===== config.mk =====
export PLATFORM = sky130hd
export DESIGN_NAME = pll_lock_sequencer
export DESIGN_NICKNAME = d
export VERILOG_FILES = /design/src/rtl/pll_seq_pkg.sv /design/src/rtl/sync_2ff.sv /design/src/rtl/pll_lock_sequencer.sv
export SDC_FILE = /design/constraint.sdc
export NUM_CORES = 1
export LEC_CHECK = 0
export ABC_AREA = 1
export BUFFER_PORTS_ARGS = -buffer_cell sky130_fd_sc_hd__buf_2
export CAP_MARGIN = 15
export CORE_MARGIN = 5
export CORE_UTILIZATION = 50
export DETAILED_ROUTE_END_ITERATION = 8
export GPL_ROUTABILITY_DRIVEN = 0
export PLACE_DENSITY = 0.69
export SLEW_MARGIN = 20
export SYNTH_ARGS = -nofsm -noshare
export SYNTH_HDL_FRONTEND = slang
export SYNTH_SLANG_ARGS = --single-unit

===== constraint.sdc =====
create_clock -name clock -period 5.4 [get_ports clock]
set_clock_uncertainty 0.05 [all_clocks]
set_input_delay 1.08 -clock clock [delete_from_list [all_inputs] [get_ports clock]]
set_output_delay 1.08 -clock clock [all_outputs]
set_load 0.005 [all_outputs]

===== src/rtl/pll_seq_pkg.sv =====
// pll_seq_pkg: shared state encoding and sizing helper for the PLL lock sequencer
package pll_seq_pkg;

    typedef enum logic [2:0] {
        RESET_PLL = 3'd0,
        WAIT_LOCK = 3'd1,
        STABILIZE = 3'd2,
        RUN       = 3'd3,
        FAULT     = 3'd4
    } seq_state_t;

    function automatic int cnt_width(input int a, input int b, input int c);
        int m;
        m = (a > b) ? a : b;
        m = (m > c) ? m : c;
        return $clog2(m + 1);
    endfunction

endpackage


===== src/rtl/sync_2ff.sv =====
// sync_2ff: two-flop synchronizer for asynchronous level inputs
module sync_2ff #(
    parameter int WIDTH = 1
) (
    input  logic             clock,
    input  logic             reset_n,
    input  logic [WIDTH-1:0] d,
    output logic [WIDTH-1:0] q
);

    logic [WIDTH-1:0] meta;

    always_ff @(posedge clock or negedge reset_n) begin
        if (!reset_n) begin
            meta <= '0;
            q    <= '0;
        end else begin
            meta <= d;
            q    <= meta;
        end
    end

endmodule


===== src/rtl/pll_lock_sequencer.sv =====
// pll_lock_sequencer: PLL reset/lock/stabilize sequencing with retry, fault and relock handling
module pll_lock_sequencer
    import pll_seq_pkg::*;
#(
    parameter int PLL_RST_CYCLES      = 16,
    parameter int LOCK_TIMEOUT_CYCLES = 65536,
    parameter int LOCK_STABLE_CYCLES  = 1024,
    parameter int MAX_RETRIES         = 7
) (
    input  logic       clock,
    input  logic       reset_n,
    input  logic       locked,
    input  logic       soft_rst,
    input  logic       fault_clr,
    output logic       pll_rst,
    output logic       sys_rst_n,
    output logic       ready,
    output logic       fault,
    output logic       lock_lost,
    output logic [3:0] retry_cnt,
    output logic [2:0] state
);

    localparam int cw = cnt_width(PLL_RST_CYCLES, LOCK_TIMEOUT_CYCLES, LOCK_STABLE_CYCLES);
    localparam logic [cw-1:0] rst_last = cw'(PLL_RST_CYCLES - 1);
    localparam logic [cw-1:0] tmo_last = cw'(LOCK_TIMEOUT_CYCLES - 1);
    localparam logic [cw-1:0] stb_last = cw'(LOCK_STABLE_CYCLES - 1);
    localparam logic [3:0]    max_r    = 4'(MAX_RETRIES);

    seq_state_t    st, nxt;
    logic [cw-1:0] cnt, nxt_cnt;
    logic [3:0]    nxt_retry;
    logic          lock_s, restart, nxt_lost;

    sync_2ff #(.WIDTH(1)) u_sync (
        .clock   (clock),
        .reset_n (reset_n),
        .d       (locked),
        .q       (lock_s)
    );

    always_comb begin
        nxt       = st;
        nxt_retry = retry_cnt;
        nxt_lost  = 1'b0;
        restart   = 1'b0;
        if (soft_rst && st != FAULT) begin
            nxt       = RESET_PLL;
            nxt_retry = '0;
            restart   = 1'b1;
        end else begin
            case (st)
                RESET_PLL: nxt = (cnt == rst_last) ? WAIT_LOCK : RESET_PLL;
                WAIT_LOCK: begin
                    if (lock_s) begin
                        nxt = STABILIZE;
                    end else if (cnt == tmo_last) begin
                        nxt       = (retry_cnt < max_r) ? RESET_PLL : FAULT;
                        nxt_retry = (retry_cnt < max_r) ? retry_cnt + 4'd1 : retry_cnt;
                    end
                end
                STABILIZE: begin
                    if (!lock_s) begin
                        nxt = WAIT_LOCK;
                    end else if (cnt == stb_last) begin
                        nxt       = RUN;
                        nxt_retry = '0;
                    end
                end
                RUN: begin
                    nxt      = lock_s ? RUN : RESET_PLL;
                    nxt_lost = !lock_s;
                end
                FAULT: begin
                    nxt       = fault_clr ? RESET_PLL : FAULT;
                    nxt_retry = fault_clr ? 4'd0 : retry_cnt;
                end
                default: nxt = RESET_PLL;
            endcase
        end
        // saturating so long RUN/FAULT residency never wraps the counter
        nxt_cnt = (restart || nxt != st) ? '0 : ((&cnt) ? cnt : cnt + cw'(1));
    end

    always_ff @(posedge clock or negedge reset_n) begin
        if (!reset_n) begin
            st        <= RESET_PLL;
            cnt       <= '0;
            retry_cnt <= '0;
            pll_rst   <= 1'b1;
            sys_rst_n <= 1'b0;
            ready     <= 1'b0;
            fault     <= 1'b0;
            lock_lost <= 1'b0;
        end else begin
            st        <= nxt;
            cnt       <= nxt_cnt;
            retry_cnt <= nxt_retry;
            pll_rst   <= (nxt == RESET_PLL) || (nxt == FAULT);
            sys_rst_n <= (nxt == RUN);
            ready     <= (nxt == RUN);
            fault     <= (nxt == FAULT);
            lock_lost <= nxt_lost;
        end
    end

    assign state = st;

endmodule

# After elaboration in Yosys (flattened, before gate mapping)
# Cells that the tools add are included.
dict set report word_totals {
  regBits 30
  latch_bits 0
  ram_bits 0
  mem_bits_ro 0
  in_bits 5
  output_inout_bits 12
  elab_cells 62
  memories 0
}
dict set report classes {
  addsub 2
  n_mul 0
  div 0
  n_lt_le_gt_ge 1
  n_eq_ne 18
  shifts 0
  muxes 23
  bitwise 0
  reduce_logical 9
}
# operator n
set op_table {}
lappend op_table {{17-bit 2-to-1 mux} 2}
lappend op_table {{4-bit 2-to-1 mux} 7}
lappend op_table {{3-bit 2-to-1 mux} 7}
lappend op_table {{3-bit inequality test, second input constant} 6}
lappend op_table {{17-bit by 1-bit adder with 17-bit output, second input constant} 1}
lappend op_table {{17-bit by 10-bit == test with 1-bit output, second input constant} 1}
lappend op_table {{17-bit by 16-bit == test with 1-bit output, second input constant} 1}
lappend op_table {{17-bit by 4-bit == test with 1-bit output, second input constant} 1}
lappend op_table {{17-bit AND reduction} 1}
lappend op_table {{3-bit one-hot mux with 5 select lines} 1}
lappend op_table {{4-bit one-hot mux with 3 select lines} 1}
lappend op_table {{3-bit by 2-bit == test with 1-bit output, second input constant} 3}
lappend op_table {{7-bit AND reduction} 1}
lappend op_table {{3-bit == test, second input constant} 2}
lappend op_table {{3-bit zero test} 2}
lappend op_table {{4-bit by 1-bit adder with 4-bit output, second input constant} 1}
lappend op_table {{4-bit by 3-bit < comparator with 1-bit output, second input constant} 1}
lappend op_table {{1-bit 2-to-1 mux} 4}
lappend op_table {{4-bit nonzero test} 1}
lappend op_table {{3-bit by 1-bit == test with 1-bit output, second input constant} 1}
lappend op_table {{3-bit by 2-bit inequality test with 1-bit output, second input constant} 1}
lappend op_table {{3-bit inequality test} 1}
lappend op_table {{1-bit logical OR} 2}
lappend op_table {{2-bit 2-to-1 mux} 1}
lappend op_table {{3 further kinds} 3}

# Longest topological paths before layout
# Gate-level depths: netlist of run 1.
dict set report depth {
  depth_word 9
  ltp_mapped 18
  depth_no_buf 17
}

# By module
# Synthesis of run 1 repeated with hierarchy kept, for this count alone.
dict set report hier_totals {
  cells_unflattened 213
  area_unflattened_um2 1717.9
}
# module n_inst cells_per_inst area_per_inst_um2 seq_area_each_um2
set by_module_without_submodules {}
lappend by_module_without_submodules {pll_lock_sequencer 1 211 1667.8 701.9}
lappend by_module_without_submodules {sync_2ff 1 2 50.0 50.0}

# Worst setup path before layout of run 1
# OpenSTA, ideal clock, no wires.
dict set report synth_path {
  kind {register to register}
  startpoint {reg cnt[0]}
  endpoint {reg cnt[12]}
  setup_time_ns 0.121
  arrival_time_ns 2.171
  required_time_ns 5.229
  path_slack_ns 3.058
  stages_incl_launch_ff 19
  n_path_buf 1
  path_cell_list {dfrtp_1 > ha_1 > nand3_1 > nor3_2 > inv_1 > nor3_1 > ha_1 > nor2_1 > nand2_1 > nor2_1 > nor2_1 > nand2_1 > inv_1 > nand2_2 > nand2_2 > nand2_2 > nand3_4 > buf_6 > nor2_2}
}
dict set report synth_between {
  elab_chain_len 8
  word_cells_on_any_way 17
  classes_between {add/sub (1); eq/ne (5); mux (9); reduce/logical (2)}
}
# item line_no
set synth_lines {}
lappend synth_lines {{from (decl)} pll_lock_sequencer.sv:31} ;# logic [cw-1:0] cnt, nxt_cnt;
lappend synth_lines {{from (signal assigned)} pll_lock_sequencer.sv:97} ;# cnt <= nxt_cnt;
lappend synth_lines {{17-bit by 10-bit == test with 1-bit output / 17-bit by 16-bit == test with 1-bit output (equally long branches)} {pll_lock_sequencer.sv:65, pll_lock_sequencer.sv:57}}
lappend synth_lines {{3-bit 2-to-1 mux, on equally long branches} {pll_lock_sequencer.sv:65, pll_lock_sequencer.sv:57}}
lappend synth_lines {{3-bit 2-to-1 mux, on equally long branches} {pll_lock_sequencer.sv:63, pll_lock_sequencer.sv:55}}
lappend synth_lines {{3-bit one-hot mux with 5 select lines} pll_lock_sequencer.sv:52} ;# case (st)
lappend synth_lines {{3-bit 2-to-1 mux} pll_lock_sequencer.sv:47} ;# if (soft_rst && st != FAULT) begin
lappend synth_lines {{3-bit inequality test} pll_lock_sequencer.sv:82} ;# nxt_cnt = (restart || nxt != st) ? '0 : ((&cnt) ? cnt : cnt + cw'(1));
lappend synth_lines {{1-bit logical OR} pll_lock_sequencer.sv:82}
lappend synth_lines {{2-bit inequality test (no source line) / 17-bit 2-to-1 mux (equally long branches)} -}
# Parallel ways exist; a longest one is shown, timed or not. The select of a mux whose other input is x is not followed.
# A chain may end at the register's enable or synchronous reset.

# Worst setup path in the final report of run 1
dict set report layout_path {
  startpoint {reg cnt[0]}
  endpoint {reg cnt[5]}
}
# Same word-level chain as after synthesis.

==> flow_metrics.tcl, run 1 <==
set metrics [dict create \
    via_per_inst 4.81 \
    grt_pass1_vias 1288 \
    worstSetupPathType "flop to flop" \
    worstHoldStart "u_sync.meta" \
    most-common-layout-cells "nor2_1, nand2_1, dfrtp_1, inv_1, nand3_1" \
    max-vdd-ir-drop_uv 139 \
    crit_fanout 17 \
    synth-edff-count 0 \
    wirelength_um 3120 \
    synth_area_per_cell_um2 7.88 \
    synth-async-reset-ratio 1.00 \
    cp.arrival_ns 2.77 \
    vias 1381 \
    p_leak_nw 0.931 \
    rows 21 \
    crit_path_start "cnt[0]" \
    grt.total_usage 0.159 \
    routedWlPerCell_um 10.9 \
    required_ns 5.60 \
    cts_tree "built" \
    postRouteAntennaNets 0 \
    clock_latency_ns 0.33 \
    dieArea_um2 4750 \
    cts_setup_buffers 0 \
    drive_gt1_frac 0.166 \
    port_buffers 16 \
    synthDominantCellAreaShare 0.418 \
    met1_usage 0.193 \
    die_w_um 68.9 \
    gr-total-overflow 0 \
    syn_to_final_growth_pct 9.45 \
    first_iter_violations 60 \
    synthFlopType "dfrtp_1" \
    r2r-start "cnt[0]" \
    htreeDepth 2 \
    synth.top_cells.by_area "dfrtp_1, nor2_1, nand2_1, inv_1, nand3_1" \
    drcViolationCount 0 \
    maxSlewHeadroom 0.567 \
    cap_violations 0 \
    numClockSinks 30 \
    grt_pass1_wl_um 5530 \
    met3_usage 0.0551 \
    die_h_um 68.9 \
    setup_viol 0 \
    cts_buffers 5 \
    powerDensity_nw_per_um2 195 \
    total_power_mw 0.371 \
    syn-num-nets 230 \
    pin_count 17 \
    yosysUniqueCellTypes 26 \
    period_share 0.475 \
    syn_area_um2 1730 \
    hold_buffers 0 \
    synthCells 220 \
    fillerInstances 330 \
    fmax_mhz 390 \
    yosys.area.top_type "dfrtp_1" \
    finalHoldViolCount 0 \
    gr-max-usage-layer "met2" \
    path_clk_slew_ns 0.09 \
    final_common_cell "nor2_1" \
    worstMarginPinSlew_ns 0.650 \
    yosys_register_bits 30 \
    cts_root_buf "clkbuf_4" \
    crit_path_start_kind "flop" \
    rsz0062_at_grt "false" \
    grt_max_degree 31 \
    crit_path_end_kind "flop" \
    use_met2 0.257 \
    hold_path.class "flop to flop" \
    period_minus_slack_ns 2.56 \
    r2r_slack_ns 2.84 \
    seq_area_frac_synth 0.434 \
    post-route-util 0.569 \
    firstDrtPassIters 4 \
    coreArea_um2 3340 \
    drv_slew 0 \
    clk_path_buf_depth 2 \
    dp.final_hpwl_um 2360 \
    initial_core_util 0.520 \
    num_antenna_cells 0 \
    status "finished, final reports clean" \
    final_nets 250 \
    cts.repair.resized 0 \
    antenna_found_initial 0 \
    fin_tns_setup_ns 0 \
    ys_warn_count 0 \
]
-- state kept, by name, indices dropped and copies added, names as in the netlist --
register,count
state,3
u_sync.meta,1
cnt,17
u_sync.q,1
lock_lost,1
ready,1
pll_rst,1
retry_cnt,4
fault,1
-- layout make-up --
cell class | instances | area, um2 | area share
Tap cell | 46 | 57.6 | 0.0303
Timing Repair Buffer | 16 | 80.1 | 0.0422
Clock buffer | 8 | 48.8 | 0.0257
Multi-Input combinational cell | 160 | 858 | 0.452
Sequential cell | 30 | 752 | 0.396
Inverter | 27 | 101 | 0.0534
-- worst max-delay path, cell delays in order, from the launching register on --
cell and delay [ns]:
dfrtp_1 0.40, ha_1 0.18, nand3_1 0.15, nor3_2 0.17
inv_1 0.09, nor3_1 0.29, ha_1 0.25, nor2_1 0.06
nand2_1 0.05, nor2_1 0.04, nor2_1 0.08, nand2_1 0.05
inv_1 0.05, nand2_2 0.06, nand3_1 0.10, nand3_4 0.25
nor2_1 0.17
-- power breakdown --
part / switching (mW) / internal [mW] / leakage, nW
Combinational: 0.0125 / 0.00511 / 0.496
Clock: 0.0716 / 0.0518 / 0.0265
Sequential: 0.00277 / 0.227 / 0.409
-- cells in the mapped netlist (2+ instances only) --
master,n
xor2_1,9
xnor2_1,5
nor2_1,45
nand4_1,6
nand2_2,4
o21ai_0,4
inv_1,26
nor2_4,2
dfrtp_1,29
nand3_1,18
nor3_1,7
nor2_2,8
mux2i_1,2
nand2_1,39
ha_1,5
-- final timing paths --
| path | cells past startpoint | endpoint |
|---|---|---|
| max | 16 | cnt[5] |
| min | 0 | u_sync.q |
| max reg2reg | 16 | cnt[5] |
| min reg2reg | 0 | u_sync.q |
| max in group asynchronous | 1 | cnt[12] |
| min in group asynchronous | 1 | state[2] |
-- cells by family (layout without fill, tap and decap cells) --
group,after synthesis,in the layout,share of synthesized area
AOI/OAI and AO/OA,7,7,0.0245
xor gates and xnor gates,14,14,0.0707
adders and majority gates,5,5,0.0361
buffers and inverters,30,51,0.0714
DFF,30,30,0.434
muxes,2,2,0.0115
and+or+nand+nor,132,132,0.352
-- per-stage QoR --
step	hold WS [ns]	cell area (um2)	std cells	worst slack [ns]
5_1_grt	0.316	1900	287	2.50
3_5_place_dp	0.300	1850	279	2.80
3_3_place_gp	0.296	1850	279	2.88
6_report	0.299	1900	287	2.84
4_1_cts	0.309	1900	287	2.79
2_1_floorplan	0.281	1730	220	3.06
-- per-layer routing --
layer	wire, um	part of all wire
met2	1440	0.46
met4	40	0.013
met1	1470	0.47
met3	167	0.054
met5	0	0
No activity file was read; power rests on OpenSTA's default activity.
==> inputs of run 2 (changes only) <==
==> constraint.sdc (replaced) <==
create_clock -name clock -period 2.5 [get_ports clock]
set_clock_uncertainty 0.05 [all_clocks]
set_input_delay 0.5 -clock clock [delete_from_list [all_inputs] [get_ports clock]]
set_output_delay 0.5 -clock clock [all_outputs]
set_load 0.005 [all_outputs]
==> flow_metrics.tcl, run 2 (synthesis results as in run 1) <==
set metrics [dict create \
    p_leak_nw 1.02 \
    r2r_slack_ns 0.21 \
    cp.arrival_ns 2.46 \
    gr-total-overflow 0 \
    die_h_um 68.9 \
    period_share 0.916 \
    r2r_end "cnt[14]" \
    crit_fanout 4 \
    r2r-start "cnt[1]" \
    initial_core_util 0.520 \
    port_buffers 16 \
    grt_pass1_wl_um 6020 \
    antenna_found_initial 0 \
    period_minus_slack_ns 2.29 \
    postRouteAntennaNets 0 \
    fin_tns_setup_ns 0 \
    pin_count 17 \
    drive_gt1_frac 0.229 \
    total_power_mw 0.849 \
    grt.total_usage 0.170 \
    cp-endpoint "cnt[14]" \
    die_w_um 68.9 \
    most-common-layout-cells "nor2_1, nand2_1, dfrtp_1, inv_1, nand3_1" \
    grt_pass1_vias 1366 \
    num_antenna_cells 0 \
    dp.final_hpwl_um 2430 \
    clk_path_buf_depth 2 \
    crit_path_end_kind "flop" \
    cap_violations 0 \
    worstMarginPinSlew_ns 0.645 \
    coreArea_um2 3340 \
    max-vdd-ir-drop_uv 277 \
    hold_buffers 0 \
    dieArea_um2 4750 \
    crit_path_start "cnt[1]" \
    rows 21 \
    first_iter_violations 175 \
    final_nets 262 \
    clock_latency_ns 0.33 \
    cts_root_buf "clkbuf_4" \
    ff2ff_path_depth 18 \
    numClockSinks 30 \
    wirelength_um 3370 \
    htreeDepth 2 \
    grt_max_degree 31 \
    routedWlPerCell_um 11.3 \
    cts_tree "built" \
    crit_path_start_kind "flop" \
    fmax_mhz 437 \
    fillerInstances 309 \
    finalHoldViolCount 0 \
    firstDrtPassIters 4 \
    top_register "cnt" \
    maxSlewHeadroom 0.570 \
    final_common_cell "nor2_1" \
    worstSetupPathType "flop to flop" \
    hold_path.class "primary input to async pin" \
    drcViolationCount 0 \
    rsz0062_at_grt "true" \
    via_per_inst 4.85 \
    path_clk_slew_ns 0.10 \
    syn_to_final_growth_pct 17.2 \
    status "finished, final reports clean" \
    drv_slew 0 \
    vias 1451 \
    powerDensity_nw_per_um2 418 \
    largest_reg_flops 17 \
    setup_viol 0 \
    cts_buffers 5 \
    required_ns 2.67 \
]
-- run 2: changes by cell type in the layout (fill, tap and decap cells not counted) --
cell	change
nand3_1	-1
ha_2	+2
clkinv_2	+1
nand3_2	+1
nor3_4	+1
clkbuf_8	+1
nor3_1	-1
ha_1	-2
clkbuf_1	-2
buf_4	+11
buf_12	+1
-- run 2: critical path, stage by stage (launching register included) --
cell	delay [ns]
dfrtp_1	0.39
ha_2	0.21
nand3_2	0.11
nor3_4	0.14
inv_1	0.08
nor3_2	0.14
ha_2	0.23
nor2_1	0.05
nand2_1	0.05
nor2_1	0.03
nor2_1	0.09
nand2_1	0.06
inv_1	0.06
nand2_2	0.06
nand2_2	0.08
nand2_2	0.07
nand3_4	0.11
buf_4	0.16
nor2_2	0.03
-- run 2: metrics by stage --
step	utilization	worst slack (ns)	instances	cell area (um2)	hold slack, ns
2_1_floorplan	-	0.158	220	1730	0.154
3_3_place_gp	0.568	0.124	285	1890	0.297
3_5_place_dp	0.568	0.0226	285	1890	0.290
4_1_cts	0.596	0.0789	296	1990	0.151
5_1_grt	0.609	0.00815	299	2030	0.193
6_report	0.609	0.210	299	2030	0.134
-- run 2: worst min-delay path by stage --
| stage | startpoint | cells past startpoint | end | slack, ns |
|---|---|---|---|---|
| floorplan | reset_n | 0 | cnt[0] | 0.15 |
| global placement | u_sync.meta | 0 | u_sync.q | 0.30 |
| detailed placement | u_sync.meta | 0 | u_sync.q | 0.29 |
| CTS | reset_n | 1 | cnt[12] | 0.15 |
| global route | reset_n | 1 | cnt[3] | 0.19 |
| finish | reset_n | 1 | cnt[12] | 0.13 |
-- run 2: cell type report --
type,instances,area (um2),share of cell area
inverter,27,101,0.0498
timing repair buffer,28,183,0.0898
clock buffer,7,55.1,0.0271
clock inverter,1,5.00,0.00246
multi-input combinational,160,880,0.433
sequential,30,752,0.370
tap,46,57.6,0.0283
-- run 2: where the power goes --
part	internal, mW	switching, mW	total [mW]
clock	0.136	0.165	0.301
combinational	0.0204	0.0314	0.0518
sequential	0.491	0.00555	0.496
-- run 2: timing repair --
| item | CTS | global route |
|---|---|---|
| endpoints found under the hold margin | 0 | 0 |
| setup buffers | 3 | 3 |
| resized for setup | 0 | 5 |
| pin swaps | 1 | 0 |
| gates cloned | 0 | 0 |
| endpoints found under the setup margin | 3 | 17 |
-- run 2: routing by layer --
metal / global-route usage / up-vias / share of wire
met5: 0 / - / 0
met4: 0.0584 / 0 / 0.014
met1: 0.215 / 666 / 0.45
met2: 0.276 / 26 / 0.49
met3: 0.0519 / 6 / 0.049
li1: - / 753 / -
